`config.mk`:
```
export PLATFORM = sky130hd
export DESIGN_NAME = io_uart_bridge
export DESIGN_NICKNAME = d
export VERILOG_FILES = /design/src/rtl/io_uart_pkg.sv /design/src/rtl/io_byte_fifo.sv /design/src/rtl/io_uart_bridge.sv
export SDC_FILE = /design/constraint.sdc
export NUM_CORES = 1
export LEC_CHECK = 0
export ABC_AREA = 1
export CAP_MARGIN = 20
export CORE_MARGIN = 3
export CORE_UTILIZATION = 40
export DETAILED_ROUTE_END_ITERATION = 8
export SLEW_MARGIN = 5
export SYNTH_ARGS = -nofsm -noshare
export SYNTH_HDL_FRONTEND = slang
export SYNTH_HIERARCHICAL = 1
export SYNTH_SLANG_ARGS = --single-unit
export TNS_END_PERCENT = 20
```
`constraint.sdc`:
```
create_clock -name clk -period 3.25 [get_ports clk]
set_input_delay 0.4875 -clock clk [delete_from_list [all_inputs] [get_ports clk]]
set_output_delay 0.4875 -clock clk [all_outputs]
set_load 0.01 [all_outputs]
```
`src/rtl/io_uart_pkg.sv`:
```
// io_uart_pkg: port offsets, status bit positions and FSM encodings for the IO UART bridge.
package io_uart_pkg;
  localparam logic [7:0] PORT_TX = 8'd0;
  localparam logic [7:0] PORT_RX = 8'd1;
  localparam logic [7:0] PORT_STATUS = 8'd2;
  localparam int ST_TX_FULL = 0;
  localparam int ST_TX_IDLE = 1;
  localparam int ST_RX_VALID = 2;
  localparam int ST_RX_FULL = 3;
  localparam int ST_TX_OVR = 4;
  localparam int ST_RX_OVR = 5;
  localparam int ST_FRAME_ERR = 6;
  typedef enum logic [1:0] {S_IDLE, S_START, S_DATA, S_STOP} uart_state_t;
endpackage

```
`src/rtl/io_byte_fifo.sv`:
```
// io_byte_fifo: synchronous byte FIFO; a push while full is rejected even alongside a pop.
module io_byte_fifo #(
  parameter int DEPTH = 8
) (
  input  logic       clk,
  input  logic       reset,
  input  logic       push,
  input  logic       pop,
  input  logic [7:0] din,
  output logic [7:0] dout,
  output logic       full,
  output logic       empty
);
  localparam int AW = $clog2(DEPTH);
  logic [7:0] mem [DEPTH];
  logic [AW-1:0] wp, rp;
  logic [AW:0] cnt;
  logic do_push, do_pop;
  assign full = cnt == (AW+1)'(DEPTH);
  assign empty = cnt == '0;
  assign do_push = push && !full;
  assign do_pop = pop && !empty;
  assign dout = mem[rp];
  always_ff @(posedge clk)
    if (do_push) mem[wp] <= din;
  always_ff @(posedge clk or negedge reset) begin
    if (!reset) begin
      wp <= '0;
      rp <= '0;
      cnt <= '0;
    end else begin
      if (do_push) wp <= wp + 1'b1;
      if (do_pop) rp <= rp + 1'b1;
      if (do_push && !do_pop) cnt <= cnt + 1'b1;
      else if (do_pop && !do_push) cnt <= cnt - 1'b1;
    end
  end
endmodule

```
`src/rtl/io_uart_bridge.sv`:
```
// io_uart_bridge: 8N1 UART behind three processor IO ports (TX data, RX data, status).
module io_uart_bridge import io_uart_pkg::*; #(
  parameter int CLK_DIV = 868,
  parameter int FIFO_DEPTH = 8,
  parameter logic [7:0] BASE_ID = 8'h00
) (
  input  logic       clk,
  input  logic       reset,
  input  logic [7:0] IO_port_ID,
  input  logic [7:0] IO_write_data,
  input  logic       IO_write_strobe,
  input  logic       IO_read_strobe,
  output logic [7:0] IO_read_data,
  output logic       uart_txd,
  input  logic       uart_rxd
);
  localparam int CW = $clog2(CLK_DIV);
  localparam logic [7:0] ID_TX = BASE_ID + PORT_TX;
  localparam logic [7:0] ID_RX = BASE_ID + PORT_RX;
  localparam logic [7:0] ID_ST = BASE_ID + PORT_STATUS;
  uart_state_t tx_state, rx_state;
  logic [CW-1:0] tx_cnt, rx_cnt;
  logic [2:0] tx_bit, rx_bit;
  logic [7:0] tx_shift, rx_shift, tx_head, rx_head, status;
  logic tx_full, tx_empty, rx_full, rx_empty;
  logic rx_s0, rxs, rx_prev, tx_ovr, rx_ovr, frame_err;
  logic wr_tx, rd_rx, rd_st, tx_pop, tx_tick, rx_tick, rx_push, rx_bad;
  assign wr_tx = IO_write_strobe && IO_port_ID == ID_TX;
  assign rd_rx = IO_read_strobe && IO_port_ID == ID_RX;
  assign rd_st = IO_read_strobe && IO_port_ID == ID_ST;
  assign tx_pop = tx_state == S_IDLE && !tx_empty;
  assign tx_tick = tx_cnt == CW'(CLK_DIV - 1);
  assign rx_tick = rx_cnt == CW'(CLK_DIV - 1);
  assign rx_push = rx_state == S_STOP && rx_tick && rxs;
  assign rx_bad = rx_state == S_STOP && rx_tick && !rxs;
  io_byte_fifo #(.DEPTH(FIFO_DEPTH)) u_tx_fifo (
    .clk(clk), .reset(reset), .push(wr_tx), .pop(tx_pop), .din(IO_write_data),
    .dout(tx_head), .full(tx_full), .empty(tx_empty)
  );
  io_byte_fifo #(.DEPTH(FIFO_DEPTH)) u_rx_fifo (
    .clk(clk), .reset(reset), .push(rx_push), .pop(rd_rx), .din(rx_shift),
    .dout(rx_head), .full(rx_full), .empty(rx_empty)
  );
  always_comb begin
    status = '0;
    status[ST_TX_FULL] = tx_full;
    status[ST_TX_IDLE] = tx_empty && tx_state == S_IDLE;
    status[ST_RX_VALID] = !rx_empty;
    status[ST_RX_FULL] = rx_full;
    status[ST_TX_OVR] = tx_ovr;
    status[ST_RX_OVR] = rx_ovr;
    status[ST_FRAME_ERR] = frame_err;
  end
  assign IO_read_data = IO_port_ID == ID_RX ? (rx_empty ? 8'h00 : rx_head) :
                        IO_port_ID == ID_ST ? status : 8'h00;
  // A new event wins over a same-cycle status-read clear.
  always_ff @(posedge clk or negedge reset) begin
    if (!reset) begin
      tx_ovr <= 1'b0;
      rx_ovr <= 1'b0;
      frame_err <= 1'b0;
    end else begin
      tx_ovr <= (wr_tx && tx_full) || (tx_ovr && !rd_st);
      rx_ovr <= (rx_push && rx_full) || (rx_ovr && !rd_st);
      frame_err <= rx_bad || (frame_err && !rd_st);
    end
  end
  always_ff @(posedge clk or negedge reset) begin
    if (!reset) begin
      tx_state <= S_IDLE;
      tx_cnt <= '0;
      tx_bit <= '0;
      tx_shift <= '0;
      uart_txd <= 1'b1;
    end else if (tx_state == S_IDLE) begin
      if (!tx_empty) begin
        tx_state <= S_START;
        tx_shift <= tx_head;
        tx_cnt <= '0;
        uart_txd <= 1'b0;
      end
    end else if (!tx_tick) tx_cnt <= tx_cnt + 1'b1;
    else begin
      tx_cnt <= '0;
      case (tx_state)
        S_START: begin
          tx_state <= S_DATA;
          tx_bit <= '0;
          uart_txd <= tx_shift[0];
        end
        S_DATA: if (tx_bit == 3'd7) begin
          tx_state <= S_STOP;
          uart_txd <= 1'b1;
        end else begin
          tx_bit <= tx_bit + 1'b1;
          tx_shift <= tx_shift >> 1;
          uart_txd <= tx_shift[1];
        end
        default: tx_state <= S_IDLE;
      endcase
    end
  end
  // The start bit is confirmed half a bit after the edge, so later samples land mid-bit.
  always_ff @(posedge clk or negedge reset) begin
    if (!reset) begin
      rx_s0 <= 1'b1;
      rxs <= 1'b1;
      rx_prev <= 1'b1;
      rx_state <= S_IDLE;
      rx_cnt <= '0;
      rx_bit <= '0;
      rx_shift <= '0;
    end else begin
      rx_s0 <= uart_rxd;
      rxs <= rx_s0;
      rx_prev <= rxs;
      case (rx_state)
        S_IDLE: if (rx_prev && !rxs) begin
          rx_state <= S_START;
          rx_cnt <= '0;
        end
        S_START: if (rx_cnt == CW'(CLK_DIV / 2 - 1)) begin
          rx_state <= rxs ? S_IDLE : S_DATA;
          rx_cnt <= '0;
          rx_bit <= '0;
        end else rx_cnt <= rx_cnt + 1'b1;
        S_DATA: if (rx_tick) begin
          rx_shift <= {rxs, rx_shift[7:1]};
          rx_cnt <= '0;
          rx_bit <= rx_bit + 1'b1;
          if (rx_bit == 3'd7) rx_state <= S_STOP;
        end else rx_cnt <= rx_cnt + 1'b1;
        default: if (rx_tick) begin
          rx_state <= S_IDLE;
          rx_cnt <= '0;
        end else rx_cnt <= rx_cnt + 1'b1;
      endcase
    end
  end
endmodule
```
==> results.md <==
* Fin util at between 40% and 50%
* Num Clock Sinks at around 200
* Max frequency at 0.335 GHz
* Cell taking the most area after synthesis: edfxtp_1
* Ys flop type: edfxtp_1
* Worst Path Arrival at 2.50 ns
* Drt wl/cell at approximately 13 um
* Yosys top cell area share at between 30 and 40%
* Starting density of the core at between 40 and 50%
* TritonCTS clock tree: yes
* Non-filler instance count after layout at ~1,500
* Share of layout cells above drive strength 1 at under 10%
* Inserted Clock Buffers at 24
* N_diodes at 0
* Worst skew pair latency at just over 0.5 ns
* Worst vdd ir at approximately 0.31 mV
* # Max-Cap Violations at 0
* Vias in the first global route at about 6,600
* Slew Limit Fails at 0
* Pleak at around 5.3 nW
* Ports at 30
* Crit start category: register
* Total GRT Usage at ~16%
* Pre-Repair DR Iteration Count at 5
* CTS Buffer Depth at 3
* Post-layout minimum cycle time at 2.98 ns
* Setup TNS at 0 ns
* Antenna violation net count after detailed routing at 0
* Die height at 163 um
* Library cells used by synthesis at 38
* Power per cell area at 514 nW/um^2
* Reg area at about 5700 um^2
* Crit path top cell by count: nand2_1
* Footprint of the multi-input gates at 3460 um^2
* Slowest CP cell: clkdlybuf4s50_1
* Placed Instance Area at 10,600 um^2
* Top cells by area, synth: edfxtp_1 (39%), dfrtp_1 (18%), nand2_1 (15%), nor2_1 (6.2%), inv_1 (4.8%)
* Rel. slew slack at a little over a third
* Core ar. at approximately 24,000 um^2
* Rows at 56
* Fin nets at between 1,000 and 1,500
* Routed WL at around 20,000 um
* Clock skew at around 0.011 ns
* Detail Placement HPWL at ~13,000 um
* Cell chain of the critical path: buf_4 -> nor2_1 -> nor2_1 -> nand2_1 -> nand2_1 -> nand2_1 -> nand2_1 -> nand3_1 -> o21ai_0 -> clkdlybuf4s50_1
* Mapped Area at 9860 um^2
* Worst Path Required at between 2 and 3 ns
* Element type at the critical path end: output port
* DRC at 0
* Initial antenna violation count at 0
* Crit path kind: reg -> out
* Post-synth EDFFs at between 100 and 150
* CP bufs+invs at 2
* Final setup viols at 0
* Final Instance Area at about 11,000 um^2
* IO Port Bufs at 29
* RSZ-0062 raised after global routing: false
* Synthesized flop and latch total at between 200 and 250
* Mean area per synthesized cell at between 8 and 9 um^2
* Area growth syn-to-layout at 14.9%
* CP Max Fanout at 31
* Hold Vio Cnt, Final at 0
* Period utilization at between 90% and 100%
* Async S/R FF share, synth at 36.3%
* 1st-iter DRT viols at around 500
* Post-Syn Instances at between 1,000 and 1,500
* Largest net degree at the start of global routing at between 70 and 80
* Gr ovfl total at 0
* Seq/Total Area, Yosys at between 50% and 60%
* Synth top cells by count: nand2_1 (399), nor2_1 (162), edfxtp_1 (128)
* Hold Buf Count CTS at 0
* Post-Syn Nets at between 1,000 and 1,500
* Delay of the slowest cell on the worst path at 0.57 ns
* Setup bufs post-CTS at 0
* Yosys warning count at 6
* DP Cell Count at 1,467
* CTS root buf: clkbuf_16
* CTS clock-pin slew for the worst setup and hold paths at roughly 0.050 ns
* GPL Wtd Cong at 0.829
* Global-route wire length before repair at between 30,000 and 40,000 um
* Vias per cell at about 4.6
* HP Class: in -> async
* Top-count cell post-synth: nand2_1
* DIE AREA at 26,600 um^2
* Status: finished clean
* H-tree depth at 1
* DR vias at ~7,000
* Die W at ~160 um
* Critical path's top delay family: buffers and inverters
* Fillcell total at around 2,300
* Post-CTS resize count at 0
* Worst-Margin Slew at ~1 ns
[final cells by class]
class / count / area share [%]
multi-input cells: 755 / 30.6
well taps: 319 / 3.52
clock buffers: 29 / 5.65
repair buffers: 56 / 4.44
clock inverters: 14 / 1.19
inverters: 136 / 4.51
flip-flops and latches: 201 / 50.1
[metal layers]
layer | track usage [%] | vias up | part of all wire, %
li1 | - | 3653 | -
met5 | 0 | - | 0
met1 | 21.8 | 3186 | 48
met2 | 25.5 | 111 | 46
met3 | 2.37 | 31 | 3.9
met4 | 3.88 | 0 | 2.0
[final timing paths]
kind                                             startpoint                            to  slack (ns)  cells past startpoint
max in group asynchronous                             reset   u_tx_fifo/rp[0]$_DFFE_PN0P_        2.44                      1
min in group clk                            rx_s0$_DFF_PN1_                 rxs$_DFF_PN1_        0.35                      0
worst min-delay path                                  reset         tx_cnt[8]$_DFFE_PN0P_        0.13                      1
worst min register to register              rx_s0$_DFF_PN1_                 rxs$_DFF_PN1_        0.35                      0
worst max register to register        rx_cnt[0]$_DFFE_PN0P_  u_rx_fifo/cnt[3]$_DFFE_PN0P_        0.45                     15
worst max-delay path            u_rx_fifo/rp[0]$_DFFE_PN0P_               IO_read_data[3]        0.27                     10
[cells by family after synthesis]
group                      after synthesis  synth area share [%]
buffers and inverters                  166                  7.32
adders and majority gates               22                  2.94
and+or+nand+nor                        676                  28.4
xor gates and xnor gates                18                  1.60
DFF                                    201                  57.6
AOI/OAI and AO/OA                       39                  2.14
[cells in the final DEF, fill, tap and decap left out, drive strengths merged, types with 20 or more instances in the layout]
cell / synthesis / routed
buf: 27 / 28
clkbuf: 3 / 29
nor2: 169 / 169
edfxtp: 128 / 128
nand3: 58 / 58
nor3: 23 / 23
inv: 136 / 136
clkdlybuf4s50: 0 / 28
dfrtp: 69 / 69
nand2: 405 / 405
ha: 20 / 20
o21ai: 28 / 28
[state kept, by name, summed over array words and instances, names as in the netlist, 3 cells and up]
name / cells
u_rx_fifo/mem: 64
u_tx_fifo/mem: 64
rx_cnt: 10
tx_cnt: 10
rx_shift: 8
tx_shift: 8
u_rx_fifo/cnt: 4
u_tx_fifo/cnt: 4
rx_bit: 3
tx_bit: 3
u_rx_fifo/rp: 3
u_rx_fifo/wp: 3
u_tx_fifo/rp: 3
u_tx_fifo/wp: 3
[where the power goes]
group          switching [mW]  total [mW]  internal (mW)  leakage, nW
clock network           0.999        2.63           1.63        0.379
logic                   0.238       0.364          0.126         2.96
registers              0.0731        2.83           2.76         1.95
total                    1.31        5.82           4.51         5.28
[stage by stage]
stage	hold slack (ns)	power (mW)	setup WS, ns
2_1_floorplan	0.192	3.12	0.705
3_3_place_gp	0.347	3.23	0.227
3_5_place_dp	0.347	3.25	0.163
4_1_cts	0.173	5.90	0.255
5_1_grt	0.208	6.07	0.0694
6_report	0.130	5.82	0.266
Power figures use the tool's default switching activity.
